**config.mk**
```make
export PLATFORM = sky130hd
export DESIGN_NAME = flit_input_fifo_flat
export DESIGN_NICKNAME = d
export VERILOG_FILES = /design/src/rtl/flit_input_fifo_pkg.sv /design/src/rtl/flit_input_fifo_if.sv /design/src/rtl/flit_input_fifo_mem.sv /design/src/rtl/flit_input_fifo.sv /design/src/flat_wrapper.sv
export SDC_FILE = /design/constraint.sdc
export NUM_CORES = 1
export LEC_CHECK = 0
export ABC_CLOCK_PERIOD_IN_PS = 3600
export CORE_ASPECT_RATIO = 1.1
export CORE_MARGIN = 2
export CORE_UTILIZATION = 30
export DETAILED_ROUTE_END_ITERATION = 16
export PLACE_DENSITY = 0.61
export SLEW_MARGIN = 10
export SYNTH_ARGS = -nofsm -noshare
export SYNTH_HDL_FRONTEND = slang
export SYNTH_SLANG_ARGS = --single-unit
```
**constraint.sdc**
```tcl
create_clock -name clk -period 3.6 [get_ports clk]
set_input_delay 0.72 -clock clk [delete_from_list [all_inputs] [get_ports clk]]
set_output_delay 0.72 -clock clk [all_outputs]
set_load 0.01 [all_outputs]
```
**src/rtl/flit_input_fifo_pkg.sv**
```systemverilog
// Shared flit field layout, flit-id encodings and packet-tracking state type
// for the router input-port buffer.
package flit_input_fifo_pkg;

  localparam int ID_MSB  = 31;
  localparam int ID_LSB  = 29;
  localparam int DST_MSB = 28;
  localparam int DST_LSB = 25;
  localparam int SRC_MSB = 24;
  localparam int SRC_LSB = 21;

  localparam logic [2:0] FLIT_HEADER  = 3'b001;
  localparam logic [2:0] FLIT_PAYLOAD = 3'b010;
  localparam logic [2:0] FLIT_TAIL    = 3'b100;

  typedef enum logic {
    PKT_IDLE,
    PKT_IN
  } pkt_state_e;

endpackage

```
**src/rtl/flit_input_fifo_if.sv**
```systemverilog
// Handshake and status bundle between the upstream link/downstream allocator
// and the input FIFO.
interface flit_input_fifo_if #(
  parameter int DATA_WIDTH = 32,
  parameter int DEPTH      = 4
);
  localparam int PTR_W = $clog2(DEPTH);

  logic                  wr_en;
  logic [DATA_WIDTH-1:0] flit_in;
  logic                  rd_en;
  logic [DATA_WIDTH-1:0] flit_out;
  logic [2:0]            flit_id;
  logic [3:0]            dst_addr;
  logic                  empty;
  logic                  full;
  logic [PTR_W:0]        count;
  logic                  overflow;
  logic                  underflow;
  logic                  proto_err;

  modport master (
    output wr_en, flit_in, rd_en,
    input  flit_out, flit_id, dst_addr, empty, full, count,
           overflow, underflow, proto_err
  );

  modport slave (
    input  wr_en, flit_in, rd_en,
    output flit_out, flit_id, dst_addr, empty, full, count,
           overflow, underflow, proto_err
  );

endinterface

```
**src/rtl/flit_input_fifo_mem.sv**
```systemverilog
// Flit storage: register array with a synchronous write port and an
// asynchronous read port (first-word-fall-through head).
module fifo_mem #(
  parameter int DATA_WIDTH = 32,
  parameter int DEPTH      = 4
) (
  input  logic                     clk,
  input  logic                     we_i,
  input  logic [$clog2(DEPTH)-1:0] waddr_i,
  input  logic [DATA_WIDTH-1:0]    wdata_i,
  input  logic [$clog2(DEPTH)-1:0] raddr_i,
  output logic [DATA_WIDTH-1:0]    rdata_o
);

  logic [DATA_WIDTH-1:0] mem_q [DEPTH];

  always_ff @(posedge clk) begin
    if (we_i) mem_q[waddr_i] <= wdata_i;
  end

  assign rdata_o = mem_q[raddr_i];

endmodule

```
**src/rtl/flit_input_fifo.sv**
```systemverilog
// Router input-port flit FIFO: FWFT head with LBDR-ready flit_id/dst_addr decode,
// write-side packet framing check and sticky misuse flags.
module flit_input_fifo
  import flit_input_fifo_pkg::*;
#(
  parameter int DATA_WIDTH = 32,
  parameter int DEPTH      = 4
) (
  input logic              clk,
  input logic              rst,
  flit_input_fifo_if.slave fif
);

  localparam int             PTR_W    = $clog2(DEPTH);
  localparam logic [PTR_W:0] FULL_CNT = (PTR_W+1)'(DEPTH);

  logic [PTR_W-1:0]      wr_ptr_q, wr_ptr_d, rd_ptr_q, rd_ptr_d;
  logic [PTR_W:0]        count_q, count_d;
  logic [3:0]            pkt_dst_q, pkt_dst_d;
  logic                  overflow_q, underflow_q, proto_err_q;
  pkt_state_e            state_q;
  logic                  empty, full, do_wr, do_rd;
  logic [DATA_WIDTH-1:0] head;
  logic [2:0]            head_id, in_id;

  assign empty   = (count_q == '0);
  assign full    = (count_q == FULL_CNT);
  assign do_wr   = fif.wr_en && !full;
  assign do_rd   = fif.rd_en && !empty;
  assign head_id = head[ID_MSB:ID_LSB];
  assign in_id   = fif.flit_in[ID_MSB:ID_LSB];

  fifo_mem #(
    .DATA_WIDTH (DATA_WIDTH),
    .DEPTH      (DEPTH)
  ) u_mem (
    .clk     (clk),
    .we_i    (do_wr),
    .waddr_i (wr_ptr_q),
    .wdata_i (fif.flit_in),
    .raddr_i (rd_ptr_q),
    .rdata_o (head)
  );

  always_comb begin
    wr_ptr_d  = wr_ptr_q;
    rd_ptr_d  = rd_ptr_q;
    count_d   = count_q;
    pkt_dst_d = pkt_dst_q;
    if (do_wr) wr_ptr_d = wr_ptr_q + PTR_W'(1);
    if (do_rd) rd_ptr_d = rd_ptr_q + PTR_W'(1);
    case ({do_wr, do_rd})
      2'b10:   count_d = count_q + (PTR_W+1)'(1);
      2'b01:   count_d = count_q - (PTR_W+1)'(1);
      default: count_d = count_q;
    endcase
    // Latch the packet destination as its header leaves, so body flits route alike.
    if (do_rd && head_id == FLIT_HEADER) pkt_dst_d = head[DST_MSB:DST_LSB];
  end

  always_ff @(posedge clk) begin
    if (!rst) begin
      wr_ptr_q    <= '0;
      rd_ptr_q    <= '0;
      count_q     <= '0;
      pkt_dst_q   <= '0;
      overflow_q  <= 1'b0;
      underflow_q <= 1'b0;
    end else begin
      wr_ptr_q    <= wr_ptr_d;
      rd_ptr_q    <= rd_ptr_d;
      count_q     <= count_d;
      pkt_dst_q   <= pkt_dst_d;
      overflow_q  <= overflow_q  | (fif.wr_en && full);
      underflow_q <= underflow_q | (fif.rd_en && empty);
    end
  end

  always_ff @(posedge clk) begin
    if (!rst) begin
      state_q     <= PKT_IDLE;
      proto_err_q <= 1'b0;
    end else if (do_wr) begin
      case (state_q)
        PKT_IDLE: begin
          if (in_id == FLIT_HEADER) state_q <= PKT_IN;
          else proto_err_q <= 1'b1;
        end
        default: begin
          // A repeated header restarts the packet; illegal ids keep the packet open.
          case (in_id)
            FLIT_PAYLOAD: state_q <= PKT_IN;
            FLIT_TAIL:    state_q <= PKT_IDLE;
            default:      proto_err_q <= 1'b1;
          endcase
        end
      endcase
    end
  end

  assign fif.flit_out  = head;
  assign fif.flit_id   = empty ? 3'b000 : head_id;
  assign fif.dst_addr  = empty ? 4'd0 :
                         (head_id == FLIT_HEADER) ? head[DST_MSB:DST_LSB] : pkt_dst_q;
  assign fif.empty     = empty;
  assign fif.full      = full;
  assign fif.count     = count_q;
  assign fif.overflow  = overflow_q;
  assign fif.underflow = underflow_q;
  assign fif.proto_err = proto_err_q;

endmodule

```
**src/flat_wrapper.sv**
```systemverilog
// flat-port wrapper written by rule: the top's interface ports become plain ports
module flit_input_fifo_flat import flit_input_fifo_pkg::*;
#(
  parameter int DATA_WIDTH = 32,
  parameter int DEPTH      = 4
)
  (clk, rst, fif_wr_en, fif_flit_in, fif_rd_en, fif_flit_out, fif_flit_id, fif_dst_addr, fif_empty, fif_full, fif_count, fif_overflow, fif_underflow, fif_proto_err);
  flit_input_fifo_if #(.DATA_WIDTH(DATA_WIDTH), .DEPTH(DEPTH)) fif_i ();
  input logic clk;
  input logic rst;
  input wire logic [$bits(fif_i.wr_en)-1:0] fif_wr_en;
  input wire logic [$bits(fif_i.flit_in)-1:0] fif_flit_in;
  input wire logic [$bits(fif_i.rd_en)-1:0] fif_rd_en;
  output wire logic [$bits(fif_i.flit_out)-1:0] fif_flit_out;
  output wire logic [$bits(fif_i.flit_id)-1:0] fif_flit_id;
  output wire logic [$bits(fif_i.dst_addr)-1:0] fif_dst_addr;
  output wire logic [$bits(fif_i.empty)-1:0] fif_empty;
  output wire logic [$bits(fif_i.full)-1:0] fif_full;
  output wire logic [$bits(fif_i.count)-1:0] fif_count;
  output wire logic [$bits(fif_i.overflow)-1:0] fif_overflow;
  output wire logic [$bits(fif_i.underflow)-1:0] fif_underflow;
  output wire logic [$bits(fif_i.proto_err)-1:0] fif_proto_err;
  assign fif_i.wr_en = fif_wr_en;
  assign fif_i.flit_in = fif_flit_in;
  assign fif_i.rd_en = fif_rd_en;
  assign fif_flit_out = fif_i.flit_out;
  assign fif_flit_id = fif_i.flit_id;
  assign fif_dst_addr = fif_i.dst_addr;
  assign fif_empty = fif_i.empty;
  assign fif_full = fif_i.full;
  assign fif_count = fif_i.count;
  assign fif_overflow = fif_i.overflow;
  assign fif_underflow = fif_i.underflow;
  assign fif_proto_err = fif_i.proto_err;
  flit_input_fifo #(.DATA_WIDTH(DATA_WIDTH), .DEPTH(DEPTH)) u_core (.clk(clk), .rst(rst), .fif(fif_i));
endmodule
```
# Yosys cells after proc, flatten, opt, wreduce, memory -nomap -nowiden
# Memories as Yosys holds them, arrays and structs flattened. A register that Yosys moved wholly into a read port is not among the register bits.
# Index checks and enable logic that the tools add are counted.
[word_totals] ff_bits=15 ramBits=128 input_bits=36 out_inout_bits=47 elab_cells=49 mem_count=1
[op_classes] add_sub_neg=4 n_eq_ne=9 mux=14 n_bitwise=2 reduce_logical=11
[memory_table] name="u_core.u_mem.mem_q" words=4 word_bits=32 read_ports=1 rd_ports_with_merged_regs=1 wr=1 line_no="flit_input_fifo_mem.sv:15" text="logic [DATA_WIDTH-1:0] mem_q [DEPTH];"
[ops] cell="two-way mux 1 bit" count=8
[ops] cell="two-way mux 4 bit" count=2
[ops] cell="== test 3 x 1 -> 1 bit, second input constant" count=2
[ops] cell="== test 3 bit, second input constant" count=2
[ops] cell="case mux 3 bit (2 select lines)" count=1
[ops] cell="logical AND 1 bit" count=5
[ops] cell="adder 2 x 1 -> 2 bit, second input constant" count=2
[ops] cell="two-way mux 2 bit" count=2
[ops] cell="adder 3 x 1 -> 3 bit, second input constant" count=1
[ops] cell="== test 3 x 2 -> 1 bit, second input constant" count=1
[ops] cell="logical NOT 3 bit" count=1
[ops] cell="two-way mux 3 bit" count=1
[ops] cell="AND reduction 3 bit" count=1
[ops] cell="subtractor 3 x 1 -> 3 bit, second input constant" count=1
[ops] cell="== test 2 x 1 -> 1 bit, second input constant" count=1
[ops] cell="== test 2 bit, second input constant" count=1
[ops] cell="logical NOT 1 bit" count=2
[ops] cell="inequality test 2 x 1 -> 1 bit, second input constant" count=1
[ops] cell="inequality test 2 bit, second input constant" count=1
[ops] cell="bitwise OR 1 bit" count=2
[ops] cell="nonzero test 2 bit" count=1
[ops] cell="OR reduction 2 bit" count=1

# Logic depth before layout (Yosys ltp)
[depth] word_depth=5 depth_mapped=9 ltp_nobuf=9

# Modules after synthesis
# Synthesis repeated with hierarchy kept, for this count alone.
[hier_totals] cells_unflattened=263 area_unflattened_um2=5491.5
[modules_own_cells] mod="fifo_mem" instances=1 cells_each=171 area_per_inst_um2=4689.5 seq_area_each_um2=3843.7
[modules_own_cells] mod="flit_input_fifo" instances=1 cells_each=92 area_per_inst_um2=802.0 seq_area_each_um2=300.3

# Worst setup path after synthesis
# Ideal clock, no wire load.
[synth_path] path_type="reg2out" start="reg (tool-made name)" end="out fif_dst_addr[0]" arrival_ns=1.666 required_time_ns=2.880 path_slack_ns=1.214 stages_incl_launch_ff=6 n_path_buf=1 path_cell_list="dfxtp_1 buf_6 mux4_2 nor3b_4 mux2i_1 nor2_1"
[synth_rtl] item="end: declaration" line_no="flat_wrapper.sv:16" text="output wire logic [$bits(fif_i.dst_addr)-1:0] fif_dst_addr;"

==> summary.md <==
| Metric | Value |
|---|---|
| Routed via count | `2,738` |
| Setup TNS after final layout | `0 ns` |
| Worst clock skew | `0.00711 ns` |
| Synth Instances | `266` |
| Htree depth | `4` |
| Total number of placement rows | `51` |
| Post-CTS setup buffers | `0` |
| Average wire per cell in the routed design | `17.0 um` |
| Post-layout min period | `3.40 ns` |
| Combinational share of power | `25.9%` |
| Fraction of registers with async set or reset after synthesis | `0%` |
| Largest driver fanout on the critical path | `29` |
| Yosys cell types | `31` |
| Class of the most critical setup path | `flop to output pin` |
| Switching part of the total power | `25.1%` |
| Share of total power in sequential cells | `38.4%` |
| IO Port Bufs | `82` |
| Status | `completed` |
| Net count reported at finish | `408` |
| Clock-pin slew of the registers on the worst-case setup and hold paths | `0.06 ns` |
| Static leakage | `2.41 nW` |
| Final hold violation count | `0` |
| Number of clock sinks seen by CTS | `145` |
| Max-slew violation count | `0` |
| Proportion of layout cells with a drive suffix above 1 | `20.6%` |
| Setup crit start kind | `flop` |
| Vias in the first global route | `2,952` |
| Hold path cells | `2` |
| Total Die Area | `0.0194 mm^2` |
| Dominant combinational cell family by area after synthesis | `multiplexers` |
| Setup-violating endpoint count in the final report | `0` |
| Sequential area share after synthesis | `76.0%` |
| Number of warnings reported in the yosys synthesis log | `0` |
| Latest clock arrival within the worst-skew pair | `0.41 ns` |
| Number of enable-type register cells in the synthesized netlist | `128` |
| Signal arrival time at the worst endpoint | `2.68 ns` |
| Number of detailed-route iterations in the first pass | `4` |
| Vias per std cell | `4.43` |
| GP Congestion | `0.702` |
| Cell internal power dissipation | `4.11 mW` |
| Number of cell instances on the worst register-to-register path | `9` |
| Clk buf depth | `2` |
| Syn avg cell area | `20.7 um^2` |
| Synth Net Count | `308` |
| Number of antenna violations at the first check in global routing | `1` |
| Worst slew pin tran | `0.908 ns` |
| First-pass GRT wire length | `16.6 mm` |
| Xor and xnor area share after synthesis | `0.955%` |
| CORE AREA | `0.0179 mm^2` |
| Clock root cell | `sky130_fd_sc_hd__clkbuf_16` |
| Largest voltage drop on the vdd net | `0.340 mV` |
| Syn-to-layout area delta | `32.9%` |
| Cell area reported after detailed placement | `0.00665 mm^2` |
| Max-cap check violation count | `0` |
| TritonCTS clock tree | `done` |
| Total of flip-flops plus latches after synthesis | `145` |
| Chip height | `146 um` |
| Number of top-level pins | `83` |
| Multiplexer fraction of the synthesized cell area | `14.5%` |
| Effective utilization at floorplan | `30.8%` |
| Final design instance area without fill | `0.00731 mm^2` |
| Post-synthesis adder-cell area fraction | `1.50%` |
| Relative contribution of the clock network to total power | `35.7%` |
| Required time of the critical path | `2.88 ns` |
| Number of DRC markers in iteration 0 | `95` |
| Overall power | `5.49 mW` |
| Die width | `133 um` |
| Kind of end point of the critical path | `output pin` |
| Core occupancy in the finished layout | `40.9%` |
| Worst rel slew slack | `39.0%` |
| Main synth FF type | `sky130_fd_sc_hd__edfxtp_1` |
| PostCTS Resize Cnt | `0` |
| Final Cycle Share | `94.4%` |
| Net switching power figure | `1.37 mW` |
| DR DRC count | `0` |
| Type of the tightest min-delay check | `flop to flop` |
| Achievable clock frequency | `0.294 GHz` |
| Number of hold-repair buffers added at the cts stage | `0` |
| Synth Cell Area | `0.00550 mm^2` |
| Cell Pwr Density | `750 mW/mm^2` |
| Fraction of the mapped netlist area in compound gates | `1.48%` |
| Overall track demand over capacity in global routing | `11.6%` |
| Worst hold slack across all endpoints | `0.458 ns` |
| Half-perimeter wire length of the detailed placement result | `6.63 mm` |
| Clock buffers created by TritonCTS | `17` |
| Total gr overflow | `0` |
| Remaining antenna violation count after routing | `0` |
| Total routed wirelength | `10.5 mm` |
| Unrepaired setup endpoints after global routing | `false` |
| Pin count of the biggest net entering global routing | `30` |
| Simple-gate share of the synthesized area | `4.21%` |
[worst paths after layout]
check | from | endpoint | slack (ns)
worst max-delay path | flop | fif_dst_addr[3] | 0.20
worst min-delay path | u_core.pkt_dst_q[0] | u_core.pkt_dst_q[0] | 0.46
worst max register to register | u_core.fif.count[2] | u_core.fif.count[2] | 0.98
worst min register to register | u_core.pkt_dst_q[0] | u_core.pkt_dst_q[0] | 0.46
[cell families after synthesis]
group           count (synthesis)
xor+xnor                        6
mux                            40
fa+ha+maj                       6
simple gates                   41
compound gates                 12
flops                         145
buf+inv                        16
[power by group through the flow]
stage                     sequential (mW)  combinational (mW)  clock, mW
after floorplan                      2.13               0.803          0
after global placement               2.14                1.45          0
after detailed placement             2.15                1.45          0
after CTS                            2.11                1.46       2.01
after global routing                 2.13                1.54       2.08
final                                2.11                1.42       1.96
[routing by layer]
| layer | track usage, % | wire (um) |
|---|---|---|
| met3 | 3.16 | 397 |
| met1 | 14.0 | 4510 |
| met4 | 5.43 | 201 |
| met5 | 0 | 0 |
| met2 | 19.2 | 5390 |
[per-stage QoR]
step           worst slack [ns]  cells
6_report                  0.200    618
2_1_floorplan              1.21    266
3_3_place_gp              0.566    585
5_1_grt                 0.00308    617
3_5_place_dp              0.552    585
4_1_cts                  0.0940    617
[placed cells by master, fill, tap and decap left out]
cell type,netlist,layout
sky130_fd_sc_hd__clkinv_1,0,2
sky130_fd_sc_hd__a21oi_1,2,2
sky130_fd_sc_hd__nor3b_1,1,1
sky130_fd_sc_hd__and2_1,5,5
sky130_fd_sc_hd__o21ai_0,2,2
sky130_fd_sc_hd__a31oi_1,1,1
sky130_fd_sc_hd__xnor2_1,5,5
sky130_fd_sc_hd__nor2b_1,8,8
sky130_fd_sc_hd__a211oi_1,1,1
sky130_fd_sc_hd__or3b_1,1,1
sky130_fd_sc_hd__o31a_1,2,2
sky130_fd_sc_hd__dfxtp_2,0,2
sky130_fd_sc_hd__inv_1,7,7
sky130_fd_sc_hd__clkdlybuf4s50_1,0,82
sky130_fd_sc_hd__ha_1,5,5
sky130_fd_sc_hd__o21a_1,2,2
sky130_fd_sc_hd__mux2i_1,8,8
sky130_fd_sc_hd__mux4_2,32,32
sky130_fd_sc_hd__edfxtp_1,128,128
sky130_fd_sc_hd__and3_2,0,4
sky130_fd_sc_hd__or3_1,1,1
sky130_fd_sc_hd__buf_4,0,8
sky130_fd_sc_hd__clkinv_2,0,2
sky130_fd_sc_hd__nand2_4,1,1
sky130_fd_sc_hd__bufinv_16,0,6
sky130_fd_sc_hd__diode_2,0,1
sky130_fd_sc_hd__clkinvlp_4,0,1
sky130_fd_sc_hd__nor2_1,6,6
sky130_fd_sc_hd__dfxtp_1,17,15
sky130_fd_sc_hd__nand2_1,12,12
sky130_fd_sc_hd__nor3_1,1,1
sky130_fd_sc_hd__nor3b_4,1,1
sky130_fd_sc_hd__clkinv_4,0,4
sky130_fd_sc_hd__xor2_1,1,1
sky130_fd_sc_hd__clkbuf_16,0,17
sky130_fd_sc_hd__fa_1,1,1
sky130_fd_sc_hd__a21boi_0,2,2
[state kept, by name (all words and copies together), names as in the netlist, named ones only]
| signal | flops |
|---|---|
| u_core.state_q | 1 |
| u_core.pkt_dst_q | 4 |
| u_core.fif.count | 3 |
| u_core.wr_ptr_q | 2 |
| u_core.fif.overflow | 1 |
| u_core.fif.proto_err | 1 |
| u_core.u_mem.mem_q | 128 |
| u_core.rd_ptr_q | 2 |
| u_core.fif.underflow | 1 |
[layout make-up]
class | instances | area (um^2)
clock buffer | 17 | 425
fill | 1618 | 10600
multi-input combinational | 105 | 1250
inverter | 7 | 26.3
clock inverter | 15 | 240
timing repair buffer | 90 | 881
sequential | 145 | 4190
antenna | 1 | 2.50
tap | 238 | 298
[worst max-delay path, stage by stage, from the launching register on]
cell,delay (ns)
sky130_fd_sc_hd__dfxtp_2,0.38
sky130_fd_sc_hd__buf_4,0.53
sky130_fd_sc_hd__mux4_2,0.62
sky130_fd_sc_hd__mux2i_1,0.16
sky130_fd_sc_hd__nor2_1,0.05
sky130_fd_sc_hd__clkdlybuf4s50_1,0.51
[Yosys cell counts, types with 2 or more instances]
| master | count | area (um^2) |
|---|---|---|
| sky130_fd_sc_hd__o31a_1 | 2 | 17.5 |
| sky130_fd_sc_hd__inv_1 | 7 | 26.3 |
| sky130_fd_sc_hd__nand2_1 | 12 | 45.0 |
| sky130_fd_sc_hd__dfxtp_1 | 17 | 340 |
| sky130_fd_sc_hd__nor2b_1 | 8 | 50.1 |
| sky130_fd_sc_hd__xnor2_1 | 5 | 43.8 |
| sky130_fd_sc_hd__a21boi_0 | 2 | 15.0 |
| sky130_fd_sc_hd__o21ai_0 | 2 | 10.0 |
| sky130_fd_sc_hd__o21a_1 | 2 | 15.0 |
| sky130_fd_sc_hd__clkbuf_1 | 4 | 15.0 |
| sky130_fd_sc_hd__buf_2 | 3 | 15.0 |
| sky130_fd_sc_hd__a21oi_1 | 2 | 10.0 |
| sky130_fd_sc_hd__ha_1 | 5 | 62.6 |
| sky130_fd_sc_hd__mux2i_1 | 8 | 80.1 |
| sky130_fd_sc_hd__nor2_1 | 6 | 22.5 |
| sky130_fd_sc_hd__mux4_2 | 32 | 721 |
| sky130_fd_sc_hd__and3_1 | 4 | 25.0 |
| sky130_fd_sc_hd__and2_1 | 5 | 31.3 |
| sky130_fd_sc_hd__edfxtp_1 | 128 | 3840 |
(Power assumes the default switching activity.)
